### src/rtl/memory_stage_pkg.sv
// Shared definitions for the memory stage and its MEM/WB pipeline register.
// Contents:
//   DATA_W / REG_W  - data path and register-index widths
//   state_t         - access FSM encoding (IDLE = 0, WAIT = 1)
//   wb_fields_t     - everything the W stage receives from M
//   req_latch_t     - request and M-stage control captured when an access stalls
//   WB_BUBBLE       - all-zero W contents; never writes a register or raises a syscall
package memory_stage_pkg;

    localparam int DATA_W = 32;
    localparam int REG_W  = 5;

    typedef enum logic {
        IDLE = 1'b0,
        WAIT = 1'b1
    } state_t;

    typedef struct packed {
        logic              reg_write;
        logic              mem_to_reg;
        logic [DATA_W-1:0] read_data;
        logic [DATA_W-1:0] alu_out;
        logic [REG_W-1:0]  write_reg;
        logic [DATA_W-1:0] instruction;
        logic              syscall;
    } wb_fields_t;

    typedef struct packed {
        logic              we;
        logic              mem_read;
        logic [DATA_W-1:0] addr;
        logic [DATA_W-1:0] wdata;
        logic              reg_write;
        logic              mem_to_reg;
        logic [REG_W-1:0]  write_reg;
        logic [DATA_W-1:0] instruction;
        logic              syscall;
    } req_latch_t;

    localparam wb_fields_t WB_BUBBLE = '0;

endpackage

### src/rtl/memory_stage_wb_reg.sv
// MEM/WB pipeline register.
// Ports:
//   clk, rst_n - pipeline clock, asynchronous active-low reset
//   bubble     - load WB_BUBBLE instead of d this edge
//   d          - W-stage fields computed by the memory stage
//   q          - registered W-stage fields
module mem_wb_reg
    import memory_stage_pkg::*;
(
    input  logic       clk,
    input  logic       rst_n,
    input  logic       bubble,
    input  wb_fields_t d,
    output wb_fields_t q
);

    always_ff @(posedge clk or negedge rst_n) begin
        if (!rst_n) begin
            q <= WB_BUBBLE;
        end else if (bubble) begin
            q <= WB_BUBBLE;
        end else begin
            q <= d;
        end
    end

endmodule

### src/rtl/memory_stage.sv
// Memory-access stage plus MEM/WB register.
// Issues word loads/stores to a variable-latency memory over a req/ready
// handshake, stalls F/D/E/M while an access is outstanding, aborts an access
// that waits too long, and feeds the W stage (bubbles while stalled).
// Ports:
//   clk, rst_n                 - clock, asynchronous active-low reset
//   ValidM..syscallM           - EX/MEM control and data
//   mem_req/we/addr/wdata      - memory request side
//   mem_ready, mem_rdata       - memory completion and load data
//   StallM                     - hold upstream stages
//   ALUOutM_forwarded          - combinational ALUOutM for forwarding
//   RegWriteW..syscallW        - registered W-stage outputs
//   misaligned, mem_timeout    - sticky error flags
module memory_stage
    import memory_stage_pkg::*;
#(
    parameter int          TIMEOUT_CYCLES = 64,
    parameter logic [31:0] ERR_DATA       = 32'hDEADBEEF
) (
    input  logic              clk,
    input  logic              rst_n,
    input  logic              ValidM,
    input  logic              RegWriteM,
    input  logic              MemToRegM,
    input  logic              MemReadM,
    input  logic              MemWriteM,
    input  logic [DATA_W-1:0] ALUOutM,
    input  logic [DATA_W-1:0] WriteDataM,
    input  logic [REG_W-1:0]  WriteRegM,
    input  logic [DATA_W-1:0] instructionM,
    input  logic              syscallM,
    output logic              mem_req,
    output logic              mem_we,
    output logic [DATA_W-1:0] mem_addr,
    output logic [DATA_W-1:0] mem_wdata,
    input  logic              mem_ready,
    input  logic [DATA_W-1:0] mem_rdata,
    output logic              StallM,
    output logic [DATA_W-1:0] ALUOutM_forwarded,
    output logic              RegWriteW,
    output logic              MemToRegW,
    output logic [DATA_W-1:0] ReadDataW,
    output logic [DATA_W-1:0] ALUOutW,
    output logic [REG_W-1:0]  WriteRegW,
    output logic [DATA_W-1:0] instructionW,
    output logic              syscallW,
    output logic              misaligned,
    output logic              mem_timeout
);

    localparam int CNT_W = (TIMEOUT_CYCLES > 1) ? $clog2(TIMEOUT_CYCLES) : 1;
    localparam logic [CNT_W-1:0] CNT_LAST = CNT_W'(TIMEOUT_CYCLES - 1);

    state_t           state_reg, state_next;
    logic [CNT_W-1:0] cnt_reg;
    req_latch_t       req_reg;
    logic             misaligned_reg;
    logic             timeout_reg;

    logic       mem_op, aligned, access, misaligned_op, timeout_hit;
    logic       req_int, stall_int, wb_bubble;
    wb_fields_t wb_d, wb_q;

    assign mem_op        = ValidM & (MemReadM | MemWriteM);
    assign aligned       = (ALUOutM[1:0] == 2'b00);
    assign access        = mem_op & aligned;
    assign misaligned_op = mem_op & ~aligned;
    assign timeout_hit   = (state_reg == WAIT) & ~mem_ready & (cnt_reg == CNT_LAST);

    // State register, wait counter, request latch and sticky flags.
    always_ff @(posedge clk or negedge rst_n) begin
        if (!rst_n) begin
            state_reg      <= IDLE;
            cnt_reg        <= '0;
            req_reg        <= '0;
            misaligned_reg <= 1'b0;
            timeout_reg    <= 1'b0;
        end else begin
            state_reg <= state_next;
            // Held at zero in IDLE so every WAIT starts counting from 0.
            if (state_reg == IDLE) begin
                cnt_reg <= '0;
            end else begin
                cnt_reg <= cnt_reg + 1'b1;
            end
            if (state_reg == IDLE && access && !mem_ready) begin
                req_reg <= '{we: MemWriteM, mem_read: MemReadM, addr: ALUOutM,
                             wdata: WriteDataM, reg_write: RegWriteM,
                             mem_to_reg: MemToRegM, write_reg: WriteRegM,
                             instruction: instructionM, syscall: syscallM};
            end
            if (state_reg == IDLE && misaligned_op) begin
                misaligned_reg <= 1'b1;
            end
            if (timeout_hit) begin
                timeout_reg <= 1'b1;
            end
        end
    end

    // Next-state logic.
    always_comb begin
        state_next = state_reg;
        case (state_reg)
            IDLE: if (access && !mem_ready) state_next = WAIT;
            WAIT: if (mem_ready || timeout_hit) state_next = IDLE;
            default: state_next = IDLE;
        endcase
    end

    // Output logic: memory request, stall and the value presented to W.
    always_comb begin
        req_int   = 1'b0;
        mem_we    = MemWriteM;
        mem_addr  = ALUOutM;
        mem_wdata = WriteDataM;
        stall_int = 1'b0;
        wb_bubble = 1'b1;
        wb_d      = WB_BUBBLE;
        case (state_reg)
            IDLE: begin
                req_int   = access;
                stall_int = access & ~mem_ready;
                // Misaligned memory ops never retire; they enter W as a bubble.
                if (ValidM && !misaligned_op && !stall_int) begin
                    wb_bubble = 1'b0;
                    wb_d = '{reg_write: RegWriteM, mem_to_reg: MemToRegM,
                             read_data: MemReadM ? mem_rdata : '0,
                             alu_out: ALUOutM, write_reg: WriteRegM,
                             instruction: instructionM, syscall: syscallM};
                end
            end
            WAIT: begin
                req_int   = 1'b1;
                mem_we    = req_reg.we;
                mem_addr  = req_reg.addr;
                mem_wdata = req_reg.wdata;
                stall_int = ~mem_ready & ~timeout_hit;
                // A completed access retires; a timed-out load retires with
                // ERR_DATA; a timed-out store is dropped.
                if (mem_ready || req_reg.mem_read) begin
                    wb_bubble = stall_int;
                end
                wb_d = '{reg_write: req_reg.reg_write, mem_to_reg: req_reg.mem_to_reg,
                         read_data: !req_reg.mem_read ? '0 :
                                    (mem_ready ? mem_rdata : ERR_DATA),
                         alu_out: req_reg.addr, write_reg: req_reg.write_reg,
                         instruction: req_reg.instruction, syscall: req_reg.syscall};
            end
            default: begin
                req_int = 1'b0;
            end
        endcase
    end

    // Gated by rst_n so an asserted reset drops the request and stall at once,
    // even while the M inputs still describe an access.
    assign mem_req = req_int & rst_n;
    assign StallM  = stall_int & rst_n;

    mem_wb_reg u_mem_wb_reg (
        .clk    (clk),
        .rst_n  (rst_n),
        .bubble (wb_bubble),
        .d      (wb_d),
        .q      (wb_q)
    );

    assign ALUOutM_forwarded = ALUOutM;
    assign RegWriteW         = wb_q.reg_write;
    assign MemToRegW         = wb_q.mem_to_reg;
    assign ReadDataW         = wb_q.read_data;
    assign ALUOutW           = wb_q.alu_out;
    assign WriteRegW         = wb_q.write_reg;
    assign instructionW      = wb_q.instruction;
    assign syscallW          = wb_q.syscall;
    assign misaligned        = misaligned_reg;
    assign mem_timeout       = timeout_reg;

endmodule

### config.mk
export PLATFORM = sky130hd
export DESIGN_NAME = memory_stage
export DESIGN_NICKNAME = d
export VERILOG_FILES = /design/src/rtl/memory_stage_pkg.sv /design/src/rtl/memory_stage_wb_reg.sv /design/src/rtl/memory_stage.sv
export SDC_FILE = /design/constraint.sdc
export NUM_CORES = 1
export LEC_CHECK = 0
export CAP_MARGIN = 30
export CORE_ASPECT_RATIO = 1.1
export CORE_MARGIN = 1
export CORE_UTILIZATION = 40
export CTS_CLUSTER_SIZE = 30
export DETAILED_ROUTE_END_ITERATION = 10
export HOLD_SLACK_MARGIN = 0.08
export PLACE_DENSITY = 0.8
export SLEW_MARGIN = 20
export SYNTH_ARGS = -nofsm -noshare
export SYNTH_HDL_FRONTEND = slang
export SYNTH_HIERARCHICAL = 1
export SYNTH_SLANG_ARGS = --single-unit
### constraint.sdc
create_clock -name clk -period 4.28 [get_ports clk]
set_input_delay 1.07 -clock clk [delete_from_list [all_inputs] [get_ports clk]]
set_output_delay 1.07 -clock clk [all_outputs]
set_load 0.005 [all_outputs]
Word-level counts from Yosys, hierarchy flattened. Cells that the tools add are included.

Add/subtract/negate cells: 1. Multiply operators: 0. Divide/modulo/power cells: 0. Order comparisons: 0. Equality and inequality tests: 1. Shifts and indexed selects: 0. Multiplexer cells: 18. Bitwise operators: 14. Reduce and logical (&&, ||, !) cells: 12.

Operator list (count): $mux W104 (2); $pmux W104 S2 (1); $mux W32 (5); $and A1 B1 Y1 (9); $pmux W1 S2 (4); $add A6 B1 Y6 const B (1); $eq A6 B6 Y1 const B (1); $logic_and A1 B1 Y1 (6); $mux W6 (1); $mux W1 (5); $not A1 Y1 (4); $logic_not A1 Y1 (3); $logic_not A2 Y1 (1); $logic_or A1 B1 Y1 (2); $or A1 B1 Y1 (1).

Flip-flop bits (word level): 219. Latch bits: 0. Memory bits (writable): 0. Memory bits (read-only): 0. Bits of input ports: 142. Output and inout port bits: 205. Logic and storage cells: 66. Memories: 0.

Depth between registers and ports, before layout. Gate-level depths: netlist (run 1).

Depth in word-level cells: 9. Depth in mapped cells: 8.

By module. Netlist (run 1), hierarchy kept.

By module, submodules not included: memory_stage (instances 1, cells an instance 678, area each 6566.3 sq um, seq. area each 2877.8 sq um); mem_wb_reg (instances 1, cells an instance 219, area each 3325.7 sq um, seq. area each 2602.5 sq um).

Worst setup path after synthesis (run 1). OpenSTA, ideal clock, no wires.

Path type: input -> output. From: in ALUOutM[1]. To: out StallM. Arrival time: 2.362 ns. Data required time: 3.210 ns. Path slack: 0.848 ns. Stages on the path: 6. Path buffers: 3. Cells stage by stage: or2_1 > or4_1 > buf_2 > buf_6 > buf_6 > a21boi_0.

Longest elaborated chain between the ends: 5.

RTL lines: start: declaration (line memory_stage.sv:27) `input logic [DATA_W-1:0] ALUOutM,`; $logic_not A2 Y1 (line memory_stage.sv:65) `assign aligned = (ALUOutM[1:0] == 2'b00);`; $and A1 B1 Y1 (line memory_stage.sv:66) `assign access = mem_op & aligned;`; $and A1 B1 Y1 (line memory_stage.sv:123) `stall_int = access & ~mem_ready;`; $pmux W1 S2 (line memory_stage.sv:120) `case (state_reg)`; $and A1 B1 Y1 (line memory_stage.sv:159) `assign StallM = stall_int & rst_n;`; end: declaration (line memory_stage.sv:38) `output logic StallM,`.

No other way between the ends.

Worst setup path in the final report (run 1). Ends and elaborated chain as after synthesis.

==> impl_metrics.py, run 1 <==
metrics = {
    "route": {
        "routed-via-count": 7413,
        "drtAntennaViolNets": 0,
        "wire_per_inst_um": 16.9,
        "first_pass_iters": 11,
        "via_per_inst": 4.85,
        "initialDrtViolationCount": 361,
        "wirelength_mm": 25.8,
        "drc": 38,
    },
    "yosys": {
        "post-synth-top-count-cell": "dfrtp_1",
        "synth.avg_cell_area_um2": 11.0,
        "yosysWarnings": 6,
        "synthArstFlopShare_pct": 100,
        "synth.largest_area_cell": "dfrtp_1",
        "netlist_area_um2": 9890,
        "synth_cells": 897,
        "synth_cell_type_count": 32,
        "seq_area_frac_synth_pct": 55.4,
        "synth_area_leaders": "dfrtp_1, mux2_2, nor2b_1, nand2_1, o21ai_0",
        "synth-edff-count": 0,
        "yosys.area.top_type_share_pct": 55.4,
        "synth_top_cells_by_count": "dfrtp_1, mux2_2, nand2_1",
        "syn_nets": 1040,
        "synth_seq_cells": 219,
        "synth_ff_type": "dfrtp_1",
    },
    "critical_path": {
        "path_cells": "clkdlybuf4s50_1 -> or2_1 -> or4_4 -> a21boi_0 -> clkdlybuf4s50_1",
        "critPathKind": "input pin to output port",
        "arrival_ns": 3.09,
        "slowest_stage": "clkdlybuf4s50_1",
        "cp_max_fo": 2,
        "end_kind": "output port",
        "critical-path-max-stage-delay_ns": 0.59,
        "critPathMostFrequentCell": "clkdlybuf4s50_1",
        "cp.required_ns": 3.21,
        "worstSetupStartpointType": "input pin",
    },
    "run_status": {
        "violations": "design-rule violations",
        "status": "finished, violations left",
    },
    "pwr": {
        "power_switching_share_pct": 23.7,
        "p_per_area_nw_per_um2": 378,
        "p_sw_mw": 1.28,
        "clockPowerShare_pct": 38.2,
        "p_leak_nw": 6.27,
        "intPower_mw": 4.11,
        "combPwrFrac_pct": 16.2,
        "seqPwrFrac_pct": 45.6,
        "peakVddDrop_mv": 0.219,
    },
    "job": {
        "drv_cap": 0,
    },
    "die": {
        "ioPinCount": 347,
        "die_h_um": 167,
        "core_um2": 24400,
        "initial_core_util_pct": 40.5,
        "die_x_um": 152,
        "dieArea_um2": 25400,
        "row_count": 60,
    },
    "sta": {
        "skew_ns": 0.00980,
        "final_hold_viol_count": 0,
        "tightest_slew_ns": 0.849,
        "finalSetupViolations": 0,
        "slew_viol_final": 0,
        "period_minus_slack_ns": 4.16,
        "setup_tns_ns": 0,
        "relSlewSlack_pct": 43.4,
        "fmax_mhz": 240,
        "finalCritPeriodShare_pct": 97.2,
        "rsz0062_at_grt": "false",
        "hold_ws_ns": 0.448,
    },
    "finish": {
        "n_antenna_cell": 0,
        "fin_nets": 1343,
        "layout-drive-gt1-share_pct": 16.3,
        "nFillCells": 1980,
        "largest_register_ffs": 106,
        "syn_to_final_growth_pct": 44.3,
    },
    "clocking": {
        "clk_path_buf_depth": 3,
        "clkTransAtPathRegs_ns": 0.06,
        "cts_tree": "yes",
        "htreeDepth": 1,
        "numCtsBuffers": 24,
        "clk_latency_ns": 0.51,
        "clockRootBuffer": "clkbuf_16",
        "cts-hold-fix-buffers": 0,
        "cts_num_sinks": 219,
        "cts_setup_buffers": 0,
        "ctsResizeCount": 0,
    },
    "grt": {
        "grt_max_degree": 82,
        "grt_pass1_wl_mm": 41.3,
        "grt_usage_pct": 20.3,
        "grt_pass1_vias": 7638,
        "grt-ovfl-total": 0,
        "antenna_found_initial": 0,
    },
    "placed_design": {
        "place.gp.congestion": 0.774,
        "buffer_ports.inserted": 346,
        "dp_hpwl_mm": 17.6,
    },
    "hold_path": {
        "hold_class": "input pin to asynchronous set/reset pin",
    },
}
## routing by layer
layer / part of all wire, % / track usage [%] / vias up / wire length [um]
met1: 40 / 24.3 / 3621 / 10200
met3: 6.9 / 4.55 / 42 / 1770
li1: - / - / 3515 / -
met4: 2.5 / 6.34 / 0 / 643
met2: 51 / 36.1 / 235 / 13100
met5: 0 / 0 / - / 0
## critical path: cells and delay by family
family          cells  cell delay [ns]
buf+inv             2             1.01
compound gates      1             0.24
simple gates        2             0.78
## stage by stage
step	utilization, %	area (um2)	power (mW)	cells	worst slack (ns)
finish	58.5	14300	5.39	1528	0.119
global route	58.5	14300	5.65	1528	0.00248
CTS	58.3	14200	5.46	1526	0.0554
detailed placement	55.1	13400	3.37	1482	0.0765
global placement	55.0	13400	3.33	1481	0.0790
floorplan	-	9890	2.91	897	0.848
## cells by family (layout without fill, tap and decap cells)
| kind of cell | count (synthesis) | in the layout | share of synthesized area (%) |
|---|---|---|---|
| xor+xnor | 3 | 3 | 0.266 |
| simple gates | 298 | 298 | 14.5 |
| buf+inv | 124 | 445 | 6.58 |
| fa+ha+maj | 1 | 1 | 0.126 |
| mux | 137 | 137 | 16.2 |
| compound gates | 115 | 115 | 6.88 |
| flops | 219 | 219 | 55.4 |
## placed cells by master, fill, tap and decap left out, drive strengths merged
cell type,count
o31ai,2
a32oi,1
bufinv,2
nand3,3
xor2,2
xnor2,1
o211ai,1
nor3b,1
o2bb2ai,1
or4,2
inv,35
buf,21
nor2,55
nor2b,105
and3,8
nand2,116
dfrtp,219
a21boi,33
clkdlybuf4s50,345
clkinv,6
mux2,137
or2,1
nand2b,2
and3b,1
o21ai,75
clkbuf,36
a32o,1
and2,4
ha,1
o21bai,1
## power groups by stage
stage | sequential [mW] | combinational (mW) | clock [mW]
floorplan | 2.45 | 0.464 | 0
global placement | 2.48 | 0.850 | 0
detailed placement | 2.49 | 0.879 | 0
CTS | 2.46 | 0.884 | 2.12
global route | 2.49 | 0.951 | 2.21
finish | 2.46 | 0.872 | 2.06
## layout make-up
| type | instances | area, um2 | share of cell area (%) |
|---|---|---|---|
| clock buffer | 36 | 697 | 4.88 |
| clock inverter | 8 | 93.8 | 0.657 |
| inverter | 35 | 131 | 0.920 |
| multi-input combinational | 554 | 3800 | 26.6 |
| sequential | 219 | 5480 | 38.4 |
| tap | 310 | 388 | 2.72 |
| timing repair buffer | 366 | 3680 | 25.8 |
## path summary, 6_finish.rpt
path	start	to	slack (ns)	cells past startpoint
hold / removal	rst_n	req_reg[74]$_DFFE_PN0P_	0.45	1
setup / recovery	ALUOutM[1]	StallM	0.12	5
min in group clk	cnt_reg[0]$_DFF_PN0_	cnt_reg[0]$_DFF_PN0_	0.46	1
hold reg to reg	cnt_reg[0]$_DFF_PN0_	cnt_reg[0]$_DFF_PN0_	0.46	1
max in group asynchronous	rst_n	u_mem_wb_reg/q[8]$_DFF_PN0_	2.09	3
setup reg to reg	state_reg$_DFF_PN0_	req_reg[70]$_DFFE_PN0P_	1.36	6
(Power assumes the default switching activity.)
==> inputs of run 2 (changes only) <==
ABC_AREA = 0   (was unset)
==> results of run 2 <==
The final DEF is identical to that of run 1; final timing and power are the same.
